`config.mk`:
```
export PLATFORM = sky130hd
export DESIGN_NAME = mux_nto1_scan
export DESIGN_NICKNAME = d
export VERILOG_FILES = /design/src/rtl/mux_pkg.sv /design/src/rtl/scan_ptr_ctr.sv /design/src/rtl/mux_nto1_scan.sv
export SDC_FILE = /design/constraint.sdc
export NUM_CORES = 1
export LEC_CHECK = 0
export ABC_AREA = 1
export CAP_MARGIN = 20
export CORE_AREA = 2 2 70 72
export DETAILED_ROUTE_END_ITERATION = 6
export DIE_AREA = 0 0 72 74
export HOLD_SLACK_MARGIN = 0.1
export MAX_ROUTING_LAYER = met4
export PLACE_DENSITY = 0.72
export SLEW_MARGIN = 20
export SYNTH_ARGS = -nofsm -noshare
export SYNTH_HDL_FRONTEND = slang
export SYNTH_HIERARCHICAL = 1
export SYNTH_SLANG_ARGS = --single-unit
```
`constraint.sdc`:
```
create_clock -name clk -period 2.5 [get_ports clk]
set_input_delay 0.75 -clock clk [delete_from_list [all_inputs] [get_ports clk]]
set_output_delay 0.75 -clock clk [all_outputs]
set_load 0.02 [all_outputs]
```
`src/rtl/mux_pkg.sv`:
```
// Shared types and reset constants for the N:1 scanning word multiplexer.
package mux_pkg;

    typedef enum logic [1:0] {
        MODE_FIXED = 2'b00,
        MODE_SCAN  = 2'b01,
        MODE_HOLD  = 2'b10
    } mux_mode_e;

    localparam logic       RST_VALID     = 1'b0;
    localparam logic       RST_WRAP      = 1'b0;
    localparam logic [1:0] RST_PREV_MODE = MODE_HOLD;

endpackage

```
`src/rtl/scan_ptr_ctr.sv`:
```
// Scan pointer with per-channel dwell counter; ptr is the channel to capture
// this cycle (already zeroed on restart), wrap flags the final cycle of a sweep.
module scan_ptr_ctr #(
    parameter  int N_CH  = 8,
    parameter  int DWELL = 4,
    localparam int SEL_W = $clog2(N_CH),
    localparam int CNT_W = (DWELL > 1) ? $clog2(DWELL) : 1
) (
    input  logic             clk,
    input  logic             rst,
    input  logic             restart,
    input  logic             adv_en,
    output logic [SEL_W-1:0] ptr,
    output logic             wrap
);

    logic [SEL_W-1:0] r_ptr;
    logic [CNT_W-1:0] r_dcnt;
    logic [CNT_W-1:0] w_dcnt_cur;
    logic             w_dwell_done;
    logic             w_last_ch;

    // Restart takes effect in the same cycle, so the entry cycle already counts as dwell 0 of channel 0.
    assign ptr          = restart ? '0 : r_ptr;
    assign w_dcnt_cur   = restart ? '0 : r_dcnt;
    assign w_dwell_done = (w_dcnt_cur == CNT_W'(DWELL - 1));
    assign w_last_ch    = (ptr == SEL_W'(N_CH - 1));
    assign wrap         = adv_en && w_dwell_done && w_last_ch;

    always_ff @(posedge clk) begin
        if (rst) begin
            r_ptr  <= '0;
            r_dcnt <= '0;
        end else if (adv_en) begin
            if (w_dwell_done) begin
                r_dcnt <= '0;
                r_ptr  <= w_last_ch ? '0 : ptr + SEL_W'(1);
            end else begin
                r_dcnt <= w_dcnt_cur + CNT_W'(1);
                r_ptr  <= ptr;
            end
        end
    end

endmodule

```
`src/rtl/mux_nto1_scan.sv`:
```
// Registered N:1 word mux with fixed-select, auto-scan and hold modes.
module mux_nto1_scan
    import mux_pkg::*;
#(
    parameter  int N_CH  = 8,
    parameter  int W     = 8,
    parameter  int DWELL = 4,
    localparam int SEL_W = $clog2(N_CH)
) (
    input  logic              clk,
    input  logic              rst,
    input  logic              en,
    input  logic [1:0]        mode,
    input  logic [SEL_W-1:0]  sel,
    input  logic [N_CH*W-1:0] din,
    output logic [W-1:0]      dout,
    output logic [SEL_W-1:0]  dout_ch,
    output logic              dout_valid,
    output logic              scan_wrap
);

    logic [W-1:0]     r_dout;
    logic [SEL_W-1:0] r_dout_ch;
    logic             r_valid;
    logic             r_wrap;
    logic [1:0]       r_prev_mode;

    logic             w_is_scan;
    logic             w_restart;
    logic [SEL_W-1:0] w_ptr;
    logic             w_wrap;
    logic [SEL_W-1:0] w_idx;
    logic [W-1:0]     w_data;
    logic             w_legal;

    assign w_is_scan = (mode == MODE_SCAN);
    assign w_restart = (r_prev_mode != MODE_SCAN);

    scan_ptr_ctr #(
        .N_CH  (N_CH),
        .DWELL (DWELL)
    ) u_ptr (
        .clk     (clk),
        .rst     (rst),
        .restart (w_restart),
        .adv_en  (en && w_is_scan),
        .ptr     (w_ptr),
        .wrap    (w_wrap)
    );

    assign w_idx = w_is_scan ? w_ptr : sel;

    // Non-power-of-two N_CH leaves select codes with no channel; they read as 0 and are flagged illegal.
    always_comb begin
        w_data  = '0;
        w_legal = 1'b0;
        for (int k = 0; k < N_CH; k++) begin
            if (w_idx == SEL_W'(k)) begin
                w_data  = din[k*W +: W];
                w_legal = 1'b1;
            end
        end
    end

    always_ff @(posedge clk) begin
        if (rst) begin
            r_dout      <= '0;
            r_dout_ch   <= '0;
            r_valid     <= RST_VALID;
            r_wrap      <= RST_WRAP;
            r_prev_mode <= RST_PREV_MODE;
        end else if (!en) begin
            r_valid <= 1'b0;
            r_wrap  <= 1'b0;
        end else begin
            r_prev_mode <= mode;
            case (mode)
                MODE_FIXED: begin
                    r_dout    <= w_data;
                    r_dout_ch <= sel;
                    r_valid   <= w_legal;
                    r_wrap    <= 1'b0;
                end
                MODE_SCAN: begin
                    r_dout    <= w_data;
                    r_dout_ch <= w_ptr;
                    r_valid   <= 1'b1;
                    r_wrap    <= w_wrap;
                end
                default: begin
                    r_valid <= 1'b0;
                    r_wrap  <= 1'b0;
                end
            endcase
        end
    end

    assign dout       = r_dout;
    assign dout_ch    = r_dout_ch;
    assign dout_valid = r_valid;
    assign scan_wrap  = r_wrap;

endmodule
```
==> metrics.csv <==
stage;metric;value;unit
worst_setup_path;Reg2Reg Launch Point;r_prev_mode[1]$_SDFFE_PP1P_;
timing;unrepaired setup endpoints after global routing;true;
worst_setup_path;Worst Setup Start Kind;input port;
global_route;total gr overflow;0;
die;Die Wd;72;µm
pwr;Lkg Pwr;1.11;nW
routing;DR vias/cell;4.87;
yosys;syn_nets;319;
global_route;Global Route met1 Usage;0.267;
final_layout;Layout area overhead;67.0;%
worst_setup_path;flop-to-flop setup slack;460;ps
pwr;Comb power frac;0.394;
die;initial cell density of the core;0.339;
final_layout;ANT cells;0;
die;core region area;4600;µm²
run_status;status;finished clean;
final_layout;NumNets Final;412;
pwr;peak supply drop;310;µV
routing;DRC;0;
clock_tree;clk root buf;clkbuf_8;
global_route;initial antenna violation count;0;
timing;Fin Clk Skew;4.61;ps
pwr;Power per Cell Area;351;nW/µm²
die;total die area;5330;µm²
global_route;largest net degree at the start of global routing;27;
worst_setup_path;arrival time at the worst endpoint;2580;ps
worst_setup_path;crit path kind;input port to flop;
timing;max-slew violation count;0;
final_layout;FILL cells;444;
clock_tree;CTS tree;yes;
pwr;Final Total Pwr;0.000913;W
routing;drt first pass iters;4;
yosys;Yosys warning count;6;
global_route;global-route wire length before repair;7890;µm
global_route;Most Crowded Layer GR;met2;
yosys;synth unique cells;26;
pwr;switching share of power;0.301;
run;number of max-cap violations;0;
worst_setup_path;R2R Path End;dout[2]$_SDFFE_PP0P_;
timing;Fin. Hold Viols;0;
yosys;Post-Synthesis Cells;244;
worst_hold_path;class of the worst hold path;flop to flop;
worst_hold_path;Worst Hold End;u_ptr/r_ptr[1]$_SDFFE_PP0P_;
routing;Total Wirelength;5000;µm
timing;min Tclk post-route;2390;ps
timing;worst rel slew slack;0.595;
place;pre-CTS setup slack;-122;ps
place;# port buffers;84;
timing;setup violators final;0;
worst_setup_path;worst path required time;2690;ps
timing;Worst Setup Slack, final;108;ps
clock_tree;CTS clk-pin slew, worst paths;70;ps
global_route;gr usage total;0.191;
die;I/O pins;85;
worst_hold_path;min-delay src;u_ptr/r_ptr[1]$_SDFFE_PP0P_;
die;Row Count;25;
global_route;met2 Track Usage GR;0.281;
worst_setup_path;worst-case reg-to-reg path depth;10;
worst_setup_path;Crit. End Element;flop;
pwr;sw power;0.000275;W
pwr;Flop pwr share;0.374;
routing;via count;1894;
yosys;Synth Register Bits;20;
global_route;GR Util met3;0.0257;
clock_tree;CTS Sinks;20;
routing;Post-DRT Antenna Nets;0;
place;RD Place Congestion;0.880;
worst_setup_path;critical path peak fanout;8;
global_route;vias in the first global route;1766;
routing;drt first-iter violations;97;
clock_tree;# H-tree levels;1;
die;Die Y;74;µm
yosys;register area share after synthesis;0.257;
timing;Fin Setup TNS;0;ps
clock_tree;CTS Buf Count;3;
timing;f_max;0.418;GHz
final_layout;share of cells above drive strength 1;0.122;
timing;Worst-Margin Slew;605;ps
final_layout;final core utilization;0.565;
clock_tree;clk_lat worst skew;260;ps
routing;WL/cell;12.9;µm
timing;WHS;464;ps
pwr;Clock power frac;0.232;
pwr;internal power;0.000638;W
yosys;post-synthesis cell area;1560;µm²
worst_hold_path;Hold Path Cell Cnt;2;
yosys;synthesized area per cell;6.38;µm²
place;HPWL after DPL;3910;µm
timing;Tcrit/Tclk final;0.957;
clock_tree;CTS Buffer Depth;2;
[power by group through the flow]
stage	clock, W	sequential (W)	combinational (W)
floorplan	0	0.000362	0.000146
global placement	0	0.000349	0.000351
detailed placement	0	0.000348	0.000354
CTS	0.000214	0.000341	0.000356
global route	0.000226	0.000343	0.000392
finish	0.000212	0.000341	0.000359
[through the flow]
stage,instance area [µm²],std cells
6_report,2600,389
5_1_grt,2600,389
4_1_cts,2580,387
3_5_place_dp,2540,384
3_3_place_gp,2540,384
2_1_floorplan,1560,244
[layout make-up]
class	count	area (µm²)	share of cell area
flip-flops and latches	20	400	0.154
multi-input cells	176	948	0.365
repair buffers	99	1000	0.386
clock buffers	3	41.3	0.0159
well taps	54	67.6	0.0260
inverters	37	139	0.0534
[cells in the mapped netlist (all sizes together)]
library cell | n | area share
a21oi | 33 | 0.13
nand3b | 1 | 0.0048
or2 | 1 | 0.0040
buf | 9 | 0.039
dfxtp | 20 | 0.26
nand4 | 32 | 0.13
nand3 | 12 | 0.042
inv | 36 | 0.087
clkbuf | 2 | 0.0048
o21ai | 6 | 0.027
clkinv | 1 | 0.0024
nand2 | 55 | 0.15
nor3 | 5 | 0.033
ha | 3 | 0.024
nor2 | 28 | 0.068
[critical path, stage by stage]
cell and delay, ps:
clkdlybuf4s50_1 470, buf_4 180, nand3b_1 120, nand2_4 80, nor3_2 510, a21oi_1 130, nand4_1 140, nand2_1 70
a21oi_2 120
[sequential cells by signal, summed over array words and instances (netlist names)]
name,flops
r_prev_mode,2
u_ptr/r_dcnt,2
dout_valid,1
dout,8
scan_wrap,1
dout_ch,3
u_ptr/r_ptr,3
[routing by layer]
layer | share of wire | wire length (µm)
met5 | 0 | 0
met4 | 0.026 | 128
met3 | 0.069 | 346
met2 | 0.43 | 2160
met1 | 0.47 | 2360
[worst max-delay path by stage]
stage	from	to	slack, ps	depth (start not counted)
floorplan	mode[1]	dout[3]$_SDFFE_PP0P_	600	12
global placement	mode[0]	dout[3]$_SDFFE_PP0P_	-110	9
CTS	mode[0]	dout[2]$_SDFFE_PP0P_	120	9
detailed placement	mode[0]	dout[3]$_SDFFE_PP0P_	-120	9
finish	mode[0]	dout[2]$_SDFFE_PP0P_	110	9
global route	mode[1]	dout[4]$_SDFFE_PP0P_	-20	10
[layout by cell type (no fill, tap or decap), types with 3 or more instances in the layout]
| cell type | count |
|---|---|
| nand2_2 | 4 |
| a21oi_2 | 8 |
| clkbuf_8 | 3 |
| buf_12 | 4 |
| nor2_1 | 28 |
| a21oi_1 | 25 |
| nand2_1 | 48 |
| nand4_1 | 32 |
| clkdlybuf4s50_1 | 84 |
| nand2_4 | 3 |
| buf_4 | 11 |
| nand3_1 | 11 |
| nor3_2 | 3 |
| inv_1 | 35 |
| ha_1 | 3 |
| dfxtp_1 | 20 |
| o21ai_0 | 5 |
[repair_timing]
action / in CTS / in global routing
gates resized for setup: 0 / 0
setup buffers: 0 / 2
hold buffers: 0 / 0
endpoints found under the setup margin: 0 / 3
[kinds of logic (layout without fill, tap and decap cells)]
| family | after synthesis | count (layout) | share of synthesized area |
|---|---|---|---|
| AOI/OAI and AO/OA | 39 | 39 | 0.152 |
| and+or+nand+nor | 134 | 134 | 0.433 |
| buffers and inverters | 48 | 139 | 0.133 |
| DFF | 20 | 20 | 0.257 |
| adders and majority gates | 3 | 3 | 0.0241 |
Note: power is estimated with default switching activity, not from simulation.
